===== config.mk =====
export PLATFORM = sky130hd
export DESIGN_NAME = lane_serializer
export DESIGN_NICKNAME = d
export VERILOG_FILES = /design/src/rtl/lane_pkg.sv /design/src/rtl/lane_fifo.sv /design/src/rtl/lane_serializer.sv
export SDC_FILE = /design/constraint.sdc
export NUM_CORES = 1
export LEC_CHECK = 0
export CORE_MARGIN = 5
export CORE_UTILIZATION = 50
export CTS_CLUSTER_SIZE = 8
export DETAILED_ROUTE_END_ITERATION = 8
export PLACE_DENSITY_LB_ADDON = 0.05
export SKIP_CTS_REPAIR_TIMING = 1
export SYNTH_ARGS = -nofsm -noshare
export SYNTH_HDL_FRONTEND = slang
export SYNTH_SLANG_ARGS = --single-unit
export TNS_END_PERCENT = 20

===== constraint.sdc =====
create_clock -name clk -period 4 [get_ports clk]
set_input_delay 0.6 -clock clk [delete_from_list [all_inputs] [get_ports clk]]
set_output_delay 0.6 -clock clk [all_outputs]
set_load 0.03 [all_outputs]

===== src/rtl/lane_pkg.sv =====
// lane_pkg: shared defaults and FSM state type for the lane serializer.
//   LANE_W_DEF : width of one lane word
//   LANES_DEF  : lanes per input word
//   DEPTH_DEF  : input-word buffer entries (power of two, >= 2)
//   state_t    : serializer FSM states (IDLE = buffer empty, SEND = non-empty)
package lane_pkg;

  localparam int unsigned LANE_W_DEF = 12;
  localparam int unsigned LANES_DEF  = 3;
  localparam int unsigned DEPTH_DEF  = 2;

  typedef enum logic [0:0] {
    IDLE = 1'b0,
    SEND = 1'b1
  } state_t;

endpackage


===== src/rtl/lane_fifo.sv =====
// lane_fifo: word buffer feeding the lane serializer.
//   clk, rst_n : clock, asynchronous active-low reset (clears pointers)
//   push/wdata : write wdata at the tail (ignored when full)
//   pop/rdata  : rdata is the head word; pop advances the head (ignored when empty)
//   full/empty : registered occupancy flags
//   count      : registered occupancy (0..DEPTH)
module lane_fifo
  import lane_pkg::*;
#(
  parameter int unsigned WIDTH = LANE_W_DEF * LANES_DEF,
  parameter int unsigned DEPTH = DEPTH_DEF
) (
  input  logic                     clk,
  input  logic                     rst_n,
  input  logic                     push,
  input  logic [WIDTH-1:0]         wdata,
  input  logic                     pop,
  output logic [WIDTH-1:0]         rdata,
  output logic                     full,
  output logic                     empty,
  output logic [$clog2(DEPTH):0]   count
);

  localparam int unsigned AW = $clog2(DEPTH);

  logic [WIDTH-1:0] mem [DEPTH];
  logic [AW:0]      wr_ptr;
  logic [AW:0]      rd_ptr;
  logic             do_push;
  logic             do_pop;

  // Pointers carry one extra wrap bit so full and empty are distinguishable.
  assign full    = (wr_ptr[AW] != rd_ptr[AW]) && (wr_ptr[AW-1:0] == rd_ptr[AW-1:0]);
  assign empty   = (wr_ptr == rd_ptr);
  assign count   = wr_ptr - rd_ptr;
  assign do_push = push && !full;
  assign do_pop  = pop && !empty;
  assign rdata   = mem[rd_ptr[AW-1:0]];

  always_ff @(posedge clk or negedge rst_n) begin
    if (!rst_n) begin
      wr_ptr <= '0;
      rd_ptr <= '0;
    end else begin
      if (do_push) wr_ptr <= wr_ptr + 1'b1;
      if (do_pop)  rd_ptr <= rd_ptr + 1'b1;
    end
  end

  // Storage is not reset: contents are only observed through valid pointers.
  always_ff @(posedge clk) begin
    if (do_push) mem[wr_ptr[AW-1:0]] <= wdata;
  end

endmodule


===== src/rtl/lane_serializer.sv =====
// lane_serializer: buffers LANES*LANE_W-bit words and emits them one lane per
// beat, lane 0 first, over a valid/ready output.
//   clk, rst_n         : clock, asynchronous active-low reset
//   in_data/in_valid   : input word and its valid
//   in_ready           : buffer has room (registered occupancy only)
//   out_data/out_valid : current lane beat and its valid (zero when not valid)
//   out_ready          : downstream accepts the beat
//   out_last           : beat is lane LANES-1 of its word
//   out_parity         : XOR reduction of out_data
//   beat_cnt           : wrapping count of completed output beats
module lane_serializer
  import lane_pkg::*;
#(
  parameter int unsigned LANE_W = LANE_W_DEF,
  parameter int unsigned LANES  = LANES_DEF,
  parameter int unsigned DEPTH  = DEPTH_DEF
) (
  input  logic                      clk,
  input  logic                      rst_n,
  input  logic [LANES*LANE_W-1:0]   in_data,
  input  logic                      in_valid,
  output logic                      in_ready,
  output logic [LANE_W-1:0]         out_data,
  output logic                      out_valid,
  input  logic                      out_ready,
  output logic                      out_last,
  output logic                      out_parity,
  output logic [15:0]               beat_cnt
);

  localparam int unsigned IDX_W = (LANES > 1) ? $clog2(LANES) : 1;
  localparam int unsigned CNT_W = $clog2(DEPTH) + 1;

  state_t                    state;
  state_t                    state_next;
  logic [IDX_W-1:0]          idx;
  logic                      init_done;
  logic [LANES*LANE_W-1:0]   head;
  logic                      full;
  logic                      empty;
  logic [CNT_W-1:0]          count;
  logic                      push;
  logic                      pop;
  logic                      beat;
  logic                      is_last;
  logic [LANE_W-1:0]         lane_sel;

  // init_done holds in_ready low through reset and for the release cycle.
  assign in_ready  = init_done && !full;
  assign push      = in_valid && in_ready;
  assign out_valid = (state == SEND);
  assign is_last   = (idx == IDX_W'(LANES - 1));
  assign beat      = out_valid && out_ready;
  assign pop       = beat && is_last;

  lane_fifo #(
    .WIDTH (LANES * LANE_W),
    .DEPTH (DEPTH)
  ) u_fifo (
    .clk   (clk),
    .rst_n (rst_n),
    .push  (push),
    .wdata (in_data),
    .pop   (pop),
    .rdata (head),
    .full  (full),
    .empty (empty),
    .count (count)
  );

  always_comb begin
    state_next = state;
    case (state)
      IDLE: if (push) state_next = SEND;
      SEND: if ((pop && !push && count == CNT_W'(1)) || empty) state_next = IDLE;
      default: state_next = IDLE;
    endcase
  end

  always_comb begin
    lane_sel = '0;
    for (int unsigned k = 0; k < LANES; k++) begin
      if (idx == IDX_W'(k)) lane_sel = head[k*LANE_W +: LANE_W];
    end
  end

  assign out_data   = out_valid ? lane_sel : '0;
  assign out_last   = out_valid && is_last;
  assign out_parity = ^out_data;

  always_ff @(posedge clk or negedge rst_n) begin
    if (!rst_n) begin
      state     <= IDLE;
      idx       <= '0;
      init_done <= 1'b0;
      beat_cnt  <= '0;
    end else begin
      state     <= state_next;
      init_done <= 1'b1;
      if (beat) begin
        idx      <= is_last ? '0 : idx + 1'b1;
        beat_cnt <= beat_cnt + 16'd1;
      end
    end
  end

endmodule

**After elaboration in Yosys (flattened, before gate mapping)**

Memories as Yosys holds them, arrays and structs flattened.
Index checks and enable logic that the tools add are counted.

- Memories kept: 1
- Memory bits (writable): 72
- Input bits: 40
- Word-level logic and storage cells: 45
- Flip-flop bits (word level): 24

Memories:

| name | depth | bits a word | read ports | clocked after Yosys merged registers in | write ports | line | source |
|---|---|---|---|---|---|---|---|
| u_fifo.mem | 2 | 36 | 1 | 0 | 1 | lane_fifo.sv:26 | `logic [WIDTH-1:0] mem [DEPTH];` |

- Add/sub/neg operators: 5
- Reductions and logical operators: 16
- Bitwise gates (word level): 1
- Equal/unequal tests: 6
- Mux-type cells: 10

Operators with widths:

| operator | number |
|---|---|
| $mux 12 | 4 |
| $add 16x1->16 const B | 1 |
| $reduce_xor 12->1 | 1 |
| $logic_and 1x1->1 | 10 |
| $add 2x1->2 const B | 3 |
| $eq 2x1->1 const B | 2 |
| $mux 1 | 4 |
| $logic_not 1->1 | 3 |
| $eq 2x2->1 | 1 |
| $eq 2x2->1 const B | 1 |
| $logic_not 2->1 | 1 |
| $mux 2 | 1 |
| $pmux 1 s2 | 1 |
| $sub 2x2->2 | 1 |
| $eq 1x1->1 | 1 |
| $logic_or 1x1->1 | 1 |
| $ne 1x1->1 | 1 |
| $not 1->1 | 1 |

**Depth between registers and ports, before layout**

Gate-level depths: netlist of the first run.

- Word-level depth: 11
- Mapped depth: 9

**Cells and area by module**

A second synthesis of the first run with hierarchy kept.

- Cells, all modules: 266
- Area total of the unflattened synthesis: 4,159.0 um^2

By module, submodules not included:

| module | instances | sequential area each (um^2) | cells an instance | area an instance (um^2) |
|---|---|---|---|---|
| lane_fifo | 1 | 2,262.2 | 138 | 2,851.5 |
| lane_serializer | 1 | 500.5 | 128 | 1,307.5 |

**Worst setup path before layout of the first run**

No wires, ideal clock.

- Path type: reg-to-reg
- From: register u_fifo.rd_ptr[0]
- To: memory u_fifo.mem[1][0] in the netlist's numbering, enable pin
- Period minus slack after synthesis: 3.817 ns
- Stages on the path, launching flop included: 5
- Path slack: 0.183 ns
- Arrival: 3.385 ns
- Cells stage by stage: dfrtp_1 > ha_1 > a21boi_0 > nand2_1 > nor2_1

- Cells in the longest elaborated chain, start to end: 8

Ends and longest elaborated chain:

| item | line | source |
|---|---|---|
| start, declared | lane_fifo.sv:28 | `logic [AW:0] rd_ptr;` |
| start signal, assigned | lane_fifo.sv:46 | `if (do_pop) rd_ptr <= rd_ptr + 1'b1;` |
| $eq 1x1->1 | lane_fifo.sv:33 | `assign full = (wr_ptr[AW] != rd_ptr[AW]) && (wr_ptr[AW-1:0] == rd_ptr[AW-1:0]);` |
| $logic_and 1x1->1 | lane_fifo.sv:33 |  |
| $logic_not 1->1 | lane_serializer.sv:49 | `assign in_ready = init_done && !full;` |
| $logic_and 1x1->1 | lane_serializer.sv:49 |  |
| via in_ready | lane_serializer.sv:22 | `output logic in_ready,` |
| $logic_and 1x1->1 | lane_serializer.sv:50 | `assign push = in_valid && in_ready;` |
| $logic_and 1x1->1 | lane_fifo.sv:36 | `assign do_push = push && !full;` |
| $mux 1 | lane_fifo.sv:52 | `if (do_push) mem[wr_ptr[AW-1:0]] <= wdata;` |
| $mux 1 (implied by the code) | lane_fifo.sv:52 |  |
| end, declared | lane_fifo.sv:26 |  |

The timed path passes the listed nets, and every way through them passes these cells.

**Final worst setup path of the first run**

- From: register state, in the netlist out_valid
- To: output port out_parity

- Cells in the longest elaborated chain, start to end: 2

Ends and longest elaborated chain:

| item | line | source |
|---|---|---|
| start, declared | lane_serializer.sv:34 | `state_t state;` |
| start signal, assigned | lane_serializer.sv:98 | `state <= state_next;` |
| $mux 12 | lane_serializer.sv:87 | `assign out_data = out_valid ? lane_sel : '0;` |
| $reduce_xor 12->1 | lane_serializer.sv:89 | `assign out_parity = ^out_data;` |
| end, declared | lane_serializer.sv:27 | `output logic out_parity,` |

Every way passes these cells.

==> results.md, run 1 <==
- Status: finished, final reports clean
- Slew Viols, Final: 0
- Number of global-route vias before repair: 2514
- Area contributors post-synth: edfxtp_1, dfrtp_1, mux2i_1, xnor2_1, nand2_1
- # fillers: 653
- Setup violations, final: 0
- Dominant synthesized flop cell: edfxtp_1
- Via count: 2498
- RSZ-0062 raised after global routing: false
- Area leader, netlist: edfxtp_1
- All-Layer GR Usage: 0.1544
- Tot Pwr: 3990 uW
- Post-route insts no fill: 476
- DR vias/cell: 5.248
- Synth Area in Simple Gates: 0.08009
- ANT cells: 0
- H-tree depth: 3
- Fin crit share: 0.8870
- Detailed Place HPWL: 5226 um
- Max VDD drop: 0.4510 mV
- #FFs+latches synth: 96
- Commonest cells in the netlist: edfxtp_1, mux2i_1, dfrtp_1, nand2_1, nor2_1
- Critical-path top delay cell: dfrtp_1
- DRC: 0
- CTS max path bufs: 2
- Net Count, Synth: 328
- IO buf count: 71
- Total CTS buffers: 9
- Die width: 100.7 um
- Clock skew: 0.01015 ns
- Final Util: 0.6390
- Avg Inst Size Synth: 14.37 um^2
- Worst-path fanout max: 10
- Core Footprint: 8093 um^2
- Largest net degree at the start of global routing: 30
- Ratio of cells with drive above 1 in the final layout: 0.09973
- Clock-pin slew on the worst setup and hold paths: 0.10 ns
- Skew-Pair Late Insertion Delay: 0.36 ns
- CTS sink cnt: 96
- Slew HR: 0.2990
- DRT Pass-1 Iters: 4
- First-pass GRT wire length: 11990 um
- CP startpoint kind: flop
- GPL Wtd Cong: 0.7417
- Synth cell types: 39
- Adder-cell area share of the yosys netlist: 0.006090
- CP Class: reg2out
- Inst Count DP: 455
- Cells along the critical path: or3b_1 -> o22a_1 -> a211o_1 -> a41o_1 -> nor3_2 -> xnor2_1 -> dlymetal6s2s_1
- Multiplexer share of the synthesized area: 0.09622
- Post-synth EDFFs: 72
- Synth top area share: 0.5262
- Pwr dens: 771.5 nW/um^2
- Routed WL per cell: 16.00 um
- Row count: 33
- Remaining global-route overflow: 0
- Minimum clock period: 3.548 ns
- Final ANT Viol Nets: 0
- I/O Pins: 72
- Root Buffer: clkbuf_8
- Die area: 10130 um^2
- Hold/Removal Path Class: reg2reg
- Setup TNS: 0 ns
- CP peak stage delay: 0.52 ns
- Count leader, synth: edfxtp_1
- CTS tree: done
- Critical Path AT: 2.95 ns
- Synthesis Warnings: 0
- Post-synthesis sequential area ratio: 0.6724
- Worst slew pin tran: 1.048 ns
- Compound-Gate Fraction of Synth Area: 0.06912
- Post-synthesis instance area: 4109 um^2
- Fin. Hold Viols: 0
- Die Height: 100.7 um
- Pleak: 0.001951 uW
- Largest family of logic cells by synthesized area: multiplexers
- Number of max-cap violations: 0
- Fraction of synthesis flops using an asynchronous set or reset pin: 0.2500
- Worst setup EP type: output pin
- CP required: 3.40 ns
- Iteration-0 DRC Markers: 89
- Initial antenna violation count: 0
- Initial Util: 0.5077
- Nets@finish: 408
- Xor/xnor share of the synthesized area: 0.05116
- Area added between synthesis and finish: 25.85%
- Peak Freq: 0.2819 GHz
- Total wire length: 7618 um
- Post-synthesis cell count: 286
[path summary, 6_finish.rpt]
path / from / end / slack (ns) / depth (start not counted)
min in group asynchronous: rst_n / beat_cnt[15] / 0.80 / 1
setup reg to reg: u_fifo.rd_ptr[0] / u_fifo.mem[0][35] / 1.23 / 6
hold reg to reg: beat_cnt[15] / beat_cnt[15] / 0.47 / 1
setup / recovery: out_valid / out_parity / 0.45 / 7
hold / removal: beat_cnt[15] / beat_cnt[15] / 0.47 / 1
max in group asynchronous: rst_n / u_fifo.rd_ptr[0] / 2.49 / 1
[report_power, final]
group	internal, uW	switching (uW)	total [uW]
clock network	293	334	626
logic	858	1120	1980
registers	1270	113	1380
total	2420	1570	3990
[registers in the layout (all words and copies together), names as in the netlist]
name,flops
u_fifo.mem,72
u_fifo.wr_ptr,2
beat_cnt,16
u_fifo.rd_ptr,2
out_valid,1
init_done,1
idx,2
[cells by family after synthesis]
group,after synthesis
xor+xnor,24
mux,39
simple gates,69
other cells,1
compound gates,40
fa+ha+maj,2
flops,96
buf+inv,15
[layer usage]
layer	part of all wire	wire, um	track usage
met5	0	0	0
met4	0.017	126	0.06218
met3	0.053	403	0.04152
met2	0.48	3680	0.2516
met1	0.45	3408	0.1958
[critical path, delay by kind of cell, from the launching register on]
kind,cells,cell delay (ns)
XOR/XNOR,1,0.15
flip-flops,1,0.52
buffers and inverters,1,0.32
AO/OA/AOI/OAI,3,0.91
AND/OR/NAND/NOR,2,0.70
[area by class of cell]
type,instances,area (um^2),share of cell area
clock buffer,10,127.6,0.02468
timing repair buffer,79,798.3,0.1544
sequential,96,2764,0.5345
multi-input combinational,175,1262,0.2441
inverter,5,18.77,0.003629
clock inverter,6,68.82,0.01331
tap,105,131.4,0.02541
[per-stage QoR]
| stage | hold slack [ns] | setup WS, ns | cell area (um^2) |
|---|---|---|---|
| after floorplan | 0.3044 | 0.1827 | 4109 |
| after global placement | 0.4556 | 0.4880 | 4935 |
| after detailed placement | 0.4702 | 0.4660 | 4935 |
| after CTS | 0.4878 | 0.05188 | 5131 |
| after global routing | 0.5022 | 0.3369 | 5171 |
| final | 0.4741 | 0.4520 | 5171 |
[cell usage in the layout (no fill, tap or decap), types with 7 or more instances in the layout]
cell | Yosys | layout
edfxtp_1 | 72 | 72
clkdlybuf4s50_1 | 0 | 70
mux2i_1 | 35 | 35
dfrtp_1 | 24 | 23
nand2_1 | 22 | 22
nor2_1 | 21 | 19
xnor2_1 | 15 | 15
o22ai_1 | 10 | 10
xor2_1 | 9 | 9
clkbuf_8 | 0 | 9
a21oi_1 | 7 | 7
(Power assumes the default switching activity.)
==> inputs of run 2 (changes only) <==
--- a/config.mk
+++ b/config.mk
@@ -9,6 +9,7 @@
 export CORE_UTILIZATION = 50
 export CTS_CLUSTER_SIZE = 8
 export DETAILED_ROUTE_END_ITERATION = 8
+export HOLD_SLACK_MARGIN = 0.12
 export PLACE_DENSITY_LB_ADDON = 0.05
 export SKIP_CTS_REPAIR_TIMING = 1
 export SYNTH_ARGS = -nofsm -noshare
==> results of run 2 <==
Same layout as run 1: the final DEF is identical, and so are final timing and power.
